===== config.mk =====
export PLATFORM = sky130hd
export DESIGN_NAME = cic_comb_decimator
export DESIGN_NICKNAME = d
export VERILOG_FILES = /design/src/rtl/cic_comb_decimator.sv
export SDC_FILE = /design/constraint.sdc
export NUM_CORES = 2
export LEC_CHECK = 0
export BUFFER_PORTS_ARGS = -buffer_cell sky130_fd_sc_hd__buf_2
export CORE_UTILIZATION = 40
export CTS_CLUSTER_DIAMETER = 120
export DETAILED_ROUTE_END_ITERATION = 10
export PLACE_DENSITY = 0.52
export SLEW_MARGIN = 20
export SYNTH_ARGS = -nofsm -noshare
export SYNTH_HDL_FRONTEND = slang
export SYNTH_SLANG_ARGS = --single-unit

===== constraint.sdc =====
create_clock -name clk_i -period 9.4 [get_ports clk_i]
set_input_delay 0 -clock clk_i [delete_from_list [all_inputs] [get_ports clk_i]]
set_output_delay 0 -clock clk_i [all_outputs]
set_load 0.05 [all_outputs]

===== src/rtl/cic_comb_decimator.sv =====
// Decimating comb section of the CIC filter, downstream of the time-multiplexed integrator.
// Keeps every R-th integrator sample per channel (R = decim_i + 1) and runs it through STAGES
// first-difference sections, one stage per cycle on a shared subtractor. The result leaves
// on a valid/ready handshake.
//
// Ports:
//   clk_i, rstn_i     clock, asynchronous active-low reset
//   en_i, clr_i       sample enable, synchronous clear of all state (highest priority)
//   decim_i           decimation ratio minus one, shared by all four channels
//   valid_i/ch_i/data_i  integrator sample, its channel and accumulator value
//   valid_o/ready_i   output handshake; ch_o/data_o hold the comb result
//   busy_o            computation or output in progress
//   ovf_o             sticky: a kept sample was dropped while busy
module cic_comb_decimator #(
  parameter int unsigned WIDTH  = 64,
  parameter int unsigned STAGES = 5,
  parameter int unsigned CNT_W  = 10
) (
  input  logic             clk_i,
  input  logic             rstn_i,
  input  logic             en_i,
  input  logic             clr_i,
  input  logic [CNT_W-1:0] decim_i,
  input  logic             valid_i,
  input  logic [1:0]       ch_i,
  input  logic [WIDTH-1:0] data_i,
  output logic             valid_o,
  input  logic             ready_i,
  output logic [1:0]       ch_o,
  output logic [WIDTH-1:0] data_o,
  output logic             busy_o,
  output logic             ovf_o
);

  localparam int unsigned K_W = (STAGES > 1) ? $clog2(STAGES) : 1;

  typedef enum logic [1:0] {StIdle, StComb, StOut} state_e;

  state_e           r_state;
  state_e           w_state_next;

  logic [CNT_W-1:0] r_cnt [4];
  logic [WIDTH-1:0] r_dly [4][STAGES];
  logic [WIDTH-1:0] r_x;
  logic [1:0]       r_ch;
  logic [K_W-1:0]   r_k;
  logic [WIDTH-1:0] r_data;
  logic [1:0]       r_ch_out;
  logic             r_ovf;

  logic             w_sample;
  logic             w_kept;
  logic             w_last;
  logic [WIDTH-1:0] w_dly_cur;
  logic [WIDTH-1:0] w_diff;

  assign w_sample  = valid_i & en_i;
  assign w_kept    = w_sample & (r_cnt[ch_i] == decim_i);
  assign w_last    = (r_k == K_W'(STAGES - 1));
  assign w_dly_cur = r_dly[r_ch][r_k];
  // Modulo-2^WIDTH wrap is what keeps the integrator/comb pair exact.
  assign w_diff    = r_x - w_dly_cur;

  // FSM state register
  always_ff @(posedge clk_i or negedge rstn_i) begin
    if (!rstn_i) begin
      r_state <= StIdle;
    end else begin
      r_state <= w_state_next;
    end
  end

  // FSM next state
  always_comb begin
    w_state_next = r_state;
    unique case (r_state)
      StIdle:  if (w_kept) w_state_next = StComb;
      StComb:  if (w_last) w_state_next = StOut;
      StOut:   if (ready_i) w_state_next = StIdle;
      default: w_state_next = StIdle;
    endcase
    if (clr_i) begin
      w_state_next = StIdle;
    end
  end

  // Per-channel decimation counters; they advance even when the kept sample is dropped.
  always_ff @(posedge clk_i or negedge rstn_i) begin
    if (!rstn_i) begin
      for (int c = 0; c < 4; c++) r_cnt[c] <= '0;
    end else if (clr_i) begin
      for (int c = 0; c < 4; c++) r_cnt[c] <= '0;
    end else if (w_sample) begin
      if (w_kept) begin
        r_cnt[ch_i] <= '0;
      end else begin
        r_cnt[ch_i] <= r_cnt[ch_i] + 1'b1;
      end
    end
  end

  // Comb datapath: one stage per cycle, delay line updated with the stage input.
  always_ff @(posedge clk_i or negedge rstn_i) begin
    if (!rstn_i) begin
      r_x      <= '0;
      r_ch     <= '0;
      r_k      <= '0;
      r_data   <= '0;
      r_ch_out <= '0;
      for (int c = 0; c < 4; c++) begin
        for (int s = 0; s < STAGES; s++) r_dly[c][s] <= '0;
      end
    end else if (clr_i) begin
      // data_o/ch_o keep their last values; valid_o drops via the FSM.
      r_x  <= '0;
      r_ch <= '0;
      r_k  <= '0;
      for (int c = 0; c < 4; c++) begin
        for (int s = 0; s < STAGES; s++) r_dly[c][s] <= '0;
      end
    end else begin
      unique case (r_state)
        StIdle: begin
          if (w_kept) begin
            r_x  <= data_i;
            r_ch <= ch_i;
            r_k  <= '0;
          end
        end
        StComb: begin
          r_x              <= w_diff;
          r_dly[r_ch][r_k] <= r_x;
          r_k              <= w_last ? '0 : r_k + K_W'(1);
          if (w_last) begin
            r_data   <= w_diff;
            r_ch_out <= r_ch;
          end
        end
        default: ;
      endcase
    end
  end

  // Sticky overflow: kept sample arrives while not idle (no bypass out of StOut).
  always_ff @(posedge clk_i or negedge rstn_i) begin
    if (!rstn_i) begin
      r_ovf <= 1'b0;
    end else if (clr_i) begin
      r_ovf <= 1'b0;
    end else if (w_kept && (r_state != StIdle)) begin
      r_ovf <= 1'b1;
    end
  end

  assign valid_o = (r_state == StOut);
  assign busy_o  = (r_state != StIdle);
  assign data_o  = r_data;
  assign ch_o    = r_ch_out;
  assign ovf_o   = r_ovf;

endmodule

== Word-level counts from Yosys, hierarchy flattened ==
Index checks and enable logic that the tools add are counted.
Widths: inputs -> output; s select.

* Add/subtract/negate cells: 3
* Order comparisons: 6
* Equality and inequality tests: 7
* Mux-type cells: 39
* Bitwise operators: 8
* Reduce and logical (&&, ||, !) cells: 16

{| class="wikitable"
|+ Operators with widths
! operator !! count
|-
| $mux 1280 || 2
|-
| $bwmux 1280 || 1
|-
| $mux 320 || 3
|-
| $bmux 320 s2 || 1
|-
| $demux 320 s2 || 1
|-
| $mux 64 || 5
|-
| $bmux 64 s3 || 1
|-
| $demux 64 s3 || 1
|-
| $pmux 64 s2 || 1
|-
| $mux 40 || 3
|-
| $sub 64x64->64 || 1
|-
| $and 40x40->40 || 1
|-
| $bwmux 40 || 1
|-
| $not 40->40 || 1
|-
| $mux 10 || 3
|-
| $bmux 10 s2 || 1
|-
| $demux 10 s2 || 1
|-
| $mux 2 || 7
|-
| $reduce_bool 2->1 || 6
|-
| $add 10x1->10 const B || 1
|-
| $eq 10x10->1 || 1
|-
| $mux 3 || 3
|-
| $ge 3x3->1 const B || 2
|-
| $lt 3x1->1 const B || 2
|-
| 20 further kinds || 29
|}

* Register bits: 1458
* Input bits: 82
* Output and inout port bits: 69
* Word-level logic and storage cells: 110

== Depth between registers and ports, before layout ==
* Depth in word-level cells: 10
* Gate-level depth with buffers: 20
* Gate-level depth less buffers: 15

== Worst setup path before layout ==
Ideal clock, no wire load.

* Kind: register -> register
* From: register r_ch[0]
* To: register r_data[63], in the netlist data_o[63]
* Library setup time: 124 ps
* Arrival: 4597 ps
* Required time: 9276 ps
* Slack: 4679 ps
* Stages on the path, launching flop included: 18
* Buffers on the path: 4
* Period minus slack after synthesis: 4721 ps
* Path through: dfrtp_1 > buf_2 > buf_2 > buf_1 > mux4_2 > mux4_2 > a22oi_1 > ha_1 > clkbuf_1 > a21oi_1 > o21ai_0 > a32o_1 > a221o_1 > o211ai_1 > nand2_1 > a31oi_1 > a211oi_1 > a211o_1

* Cells in the longest elaborated chain, start to end: 8

{| class="wikitable"
|+ RTL lines
! item !! RTL line !! RTL
|-
| start, declared || 45 || <nowiki>logic [1:0] r_ch;</nowiki>
|-
| start signal, assigned || 126 || <nowiki>r_ch <= ch_i;</nowiki>
|-
| $not 2->3 (not written as such) || 60 || <nowiki>assign w_dly_cur = r_dly[r_ch][r_k];</nowiki>
|-
| $bmux 320 s2 || 60 ||
|-
| $mux 320 (not written as such) (2 in a row) || 60 ||
|-
| $bmux 64 s3 || 60 ||
|-
| $mux 64 (not written as such) (2 in a row) || 60 ||
|-
| $sub 64x64->64 || 62 || <nowiki>assign w_diff = r_x - w_dly_cur;</nowiki>
|-
| end signal, assigned || 135 || <nowiki>r_data <= w_diff;</nowiki>
|-
| end, declared || 47 || <nowiki>logic [WIDTH-1:0] r_data;</nowiki>
|}

Every way passes these cells. The select of a mux whose other input is x is not followed.
A chain may end at the register's enable or synchronous reset.

== Worst setup path after layout ==
* From: register r_ch[0]
* To: register r_x[49]

* Cells in the longest elaborated chain, start to end: 10

{| class="wikitable"
|+ RTL lines
! item !! RTL line !! RTL
|-
| $not 2->3 (not written as such) || 60 ||
|-
| $bmux 320 s2 || 60 ||
|-
| $mux 320 (not written as such) (2 in a row) || 60 ||
|-
| $bmux 64 s3 || 60 ||
|-
| $mux 64 (not written as such) (2 in a row) || 60 ||
|-
| $sub 64x64->64 || 62 ||
|-
| $pmux 64 s2 || 122 || <nowiki>unique case (r_state)</nowiki>
|-
| $mux 64 || 113 || <nowiki>end else if (clr_i) begin</nowiki>
|-
| end signal, assigned || 125 || <nowiki>r_x <= data_i;</nowiki>
|-
| end signal, assigned || 131 || <nowiki>r_x <= w_diff;</nowiki>
|-
| end, declared || 44 || <nowiki>logic [WIDTH-1:0] r_x;</nowiki>
|}

Every way passes these cells. The select of a mux whose other input is x is not followed.

==> impl_results.md <==
- Busiest grt layer: met1
- Synth async-reset ratio: 1.000
- Setup crit start kind: flip-flop
- Die height: 421.0 um
- Hold path start: decim_i[7]
- Setup Crit Path Kind: reg2reg
- NetSw: 0.003715 W
- Port bufs: 150
- Post-synth top area cell: dfrtp_1
- Fin. max-slew vios: 0
- VDD IR max: 0.0001463 V
- Grt ovf: 0
- Routed via count: 57790
- DR pass1 iterations: 6
- Clock tree sinks: 1458
- Met2 global-route usage: 0.4686
- Sw Ratio: 0.2611
- Avg Cell Area, Syn: 10.46 um^2
- Share of cells above drive strength 1: 0.1535
- Ys Warns: 0
- Leak Pwr: 34.44 nW
- CTS tree: built
- Worst path cell trace: buf_4 -> buf_4 -> mux4_2 -> mux2i_1 -> o22a_1 -> ha_1 -> a21oi_1 -> o21ai_1 -> a2111oi_0 -> nand4b_1 -> nor3_1 -> o21ai_1 -> xor2_1 -> nand2_1 -> a211oi_1 -> dlygate4sd3_1
- Seq cells post-synth: 1458
- Crit-path max cell delay: 1020 ps
- Maxcap violations: 0
- Largest net degree at the start of global routing: 232
- Placed cell areas: 73260 um^2
- Register share of total power: 0.447
- Avg Vias per Cell: 6.343
- Most instantiated library cell after synthesis: nand2_1
- GR Layer Usage met3: 0.09545
- Seq/Total Area, Yosys: 0.5197
- Synthesized cell area: 70210 um^2
- CP required: 10150 ps
- Met1 usage: 0.4699
- Worst reg2reg path startpoint: r_ch[0]
- Power Density: 177.7 nW/um^2
- Final design utilization: 0.4602
- Post-synth EDFFs: 0
- Post-route cell area: 80080 um^2
- RSZ-0062 raised after global routing: false
- Mapped Nets: 6868
- Clk pwr share: 0.476
- Overall Power: 0.01423 W
- Final setup violation count: 0
- Final Worst Setup Slack: 2117 ps
- Worst-path fanout max: 34
- Nets: 6801
- Critical path arrival: 8040 ps
- CP Capture Type: flip-flop
- Min Tclk post-route: 7283 ps
- Library cells used by synthesis: 77
- CTS Buf Count: 166
- Initial antenna violation count: 9
- Fmax: 137.3 MHz
- Routed wire length: 295500 um
- Initial Utilization: 0.4035
- Die area: 177200 um^2
- DRT iter0 DRCs: 7647
- Worst Max-Slew Pin Slew: 1231 ps
- Synth top cells by count: nand2_1, dfrtp_1, a21oi_1
- Top cell type's share of synthesized area: 0.5197
- RePlAce Congestion: 0.9219
- H-tree lvl count: 4
- Clk buf depth: 3
- Post-Syn Instances: 6712
- Internal power: 0.01051 W
- Setup total negative slack: 0 ps
- Tcrit/Tclk final: 0.7748
- Comb pwr share: 0.077
- Worst skew pair latency: 830 ps
- Root Buffer: clkbuf_16
- Worst-path clk slew: 70 ps
- Status: completed
- First-pass GRT wire length: 424400 um
- Slowest cell on the critical path: dfrtp_4
- Core area: 174000 um^2
- WL/cell: 32.43 um
- Layout area overhead: 14.05%
- Main flop type after synthesis: dfrtp_1
- Ranking of synthesized cells by area: dfrtp_1, mux4_2, nand2_1
- Hold Path Class: in2reg
- Rel. slew slack: 0.1791
- Number of global-route vias before repair: 56970
- DP Wirelength: 164500 um
- Post_cts resized: 0
- Critical path origin: r_ch[0]
- Drt drc: 0
- Total GRT Usage: 0.3290
- Io pins: 151
- Pre-CTS setup slack: 2552 ps
- Clock Skew: 34.09 ps
- Die width: 421.0 um
- Post-route ant nets: 0
- Rows: 153
- Hold Vio Cnt, Final: 0
## registers in the layout (all words and copies together), names as in the netlist
name / flops
ch_o: 2
r_dly: 1280
r_cnt: 40
data_o: 64
r_k: 3
r_ch: 2
r_x: 64
r_state: 2
ovf_o: 1
## power by group through the flow
stage | clock [W] | combinational (W) | sequential (W)
floorplan | 0 | 0.000522 | 0.00643
global placement | 0 | 0.00103 | 0.00647
detailed placement | 0 | 0.00103 | 0.00647
CTS | 0.00686 | 0.00107 | 0.00635
global route | 0.00711 | 0.00115 | 0.00636
finish | 0.00678 | 0.00109 | 0.00636
## worst max-delay path, delay by kind of cell, from the launching register on
kind            cells  cell delay (ps)
compound gates      6             2010
xor+xnor            1              260
fa+ha+maj           1              360
buf+inv             3             1800
flops               1             1020
mux                 2              730
simple gates        3              910
## routing by layer
layer  vias up  routed length [um]
met3       652               32760
met4         2               12710
met5         -                  17
met2      3411              124600
met1     29900              125300
li1      23830                   -
## layout make-up
class,instances,area [um^2]
multi-input cells,4562,31510
diodes,4,10.01
fillers,16040,93940
clock inverters,63,773.2
clock buffers,242,4862
well taps,2325,2909
repair buffers,430,3398
inverters,27,106.4
flip-flops and latches,1458,36500
## logic make-up (layout without fill, tap and decap cells)
kind of cell,after synthesis,after routing,share of synthesized area
other cells,0,4,0
simple gates,2094,2094,0.1191
buf+inv,692,762,0.03862
fa+ha+maj,74,74,0.01329
flops,1458,1458,0.5197
xor+xnor,75,75,0.009356
compound gates,1898,1898,0.1794
mux,421,421,0.1205
## path summary, 6_finish.rpt
kind                       cells after the start     endpoint  slack [ps]
max                                           16      r_x[49]        2120
min                                            7    r_cnt[33]          50
max reg2reg                                   16      r_x[49]        2120
min reg2reg                                    2   data_o[14]         470
max in group asynchronous                      5      r_ch[0]        7140
min in group asynchronous                      4  r_dly[1092]         400
## layout by cell type, fill, tap and decap left out, types with 34 or more instances in the layout
cell type      count
buf_4            153
and3_1            54
nand4_1           34
clkbuf_1          36
nor2_1           106
a22o_1           628
o22a_1            54
buf_2            148
clkbuf_16        168
dfrtp_1         1453
a21oi_1          918
mux4_2           339
clkbuf_8          38
mux2i_1           76
nand2_1         1716
ha_1              73
dlygate4sd3_1    109
o21ai_0          108
xnor2_1           46
## metrics by stage
step,hold slack (ps),cells
after global placement,31.22,8690
after detailed placement,30.10,8690
final,54.24,9111
after global routing,60.02,9107
after floorplan,-295.6,6712
after CTS,0.4915,9105
## timing repair
action,CTS,global route
hold buffers,110,0
endpoints found under the hold margin,619,0
buffers inserted,0,0
Power figures use the tool's default switching activity.
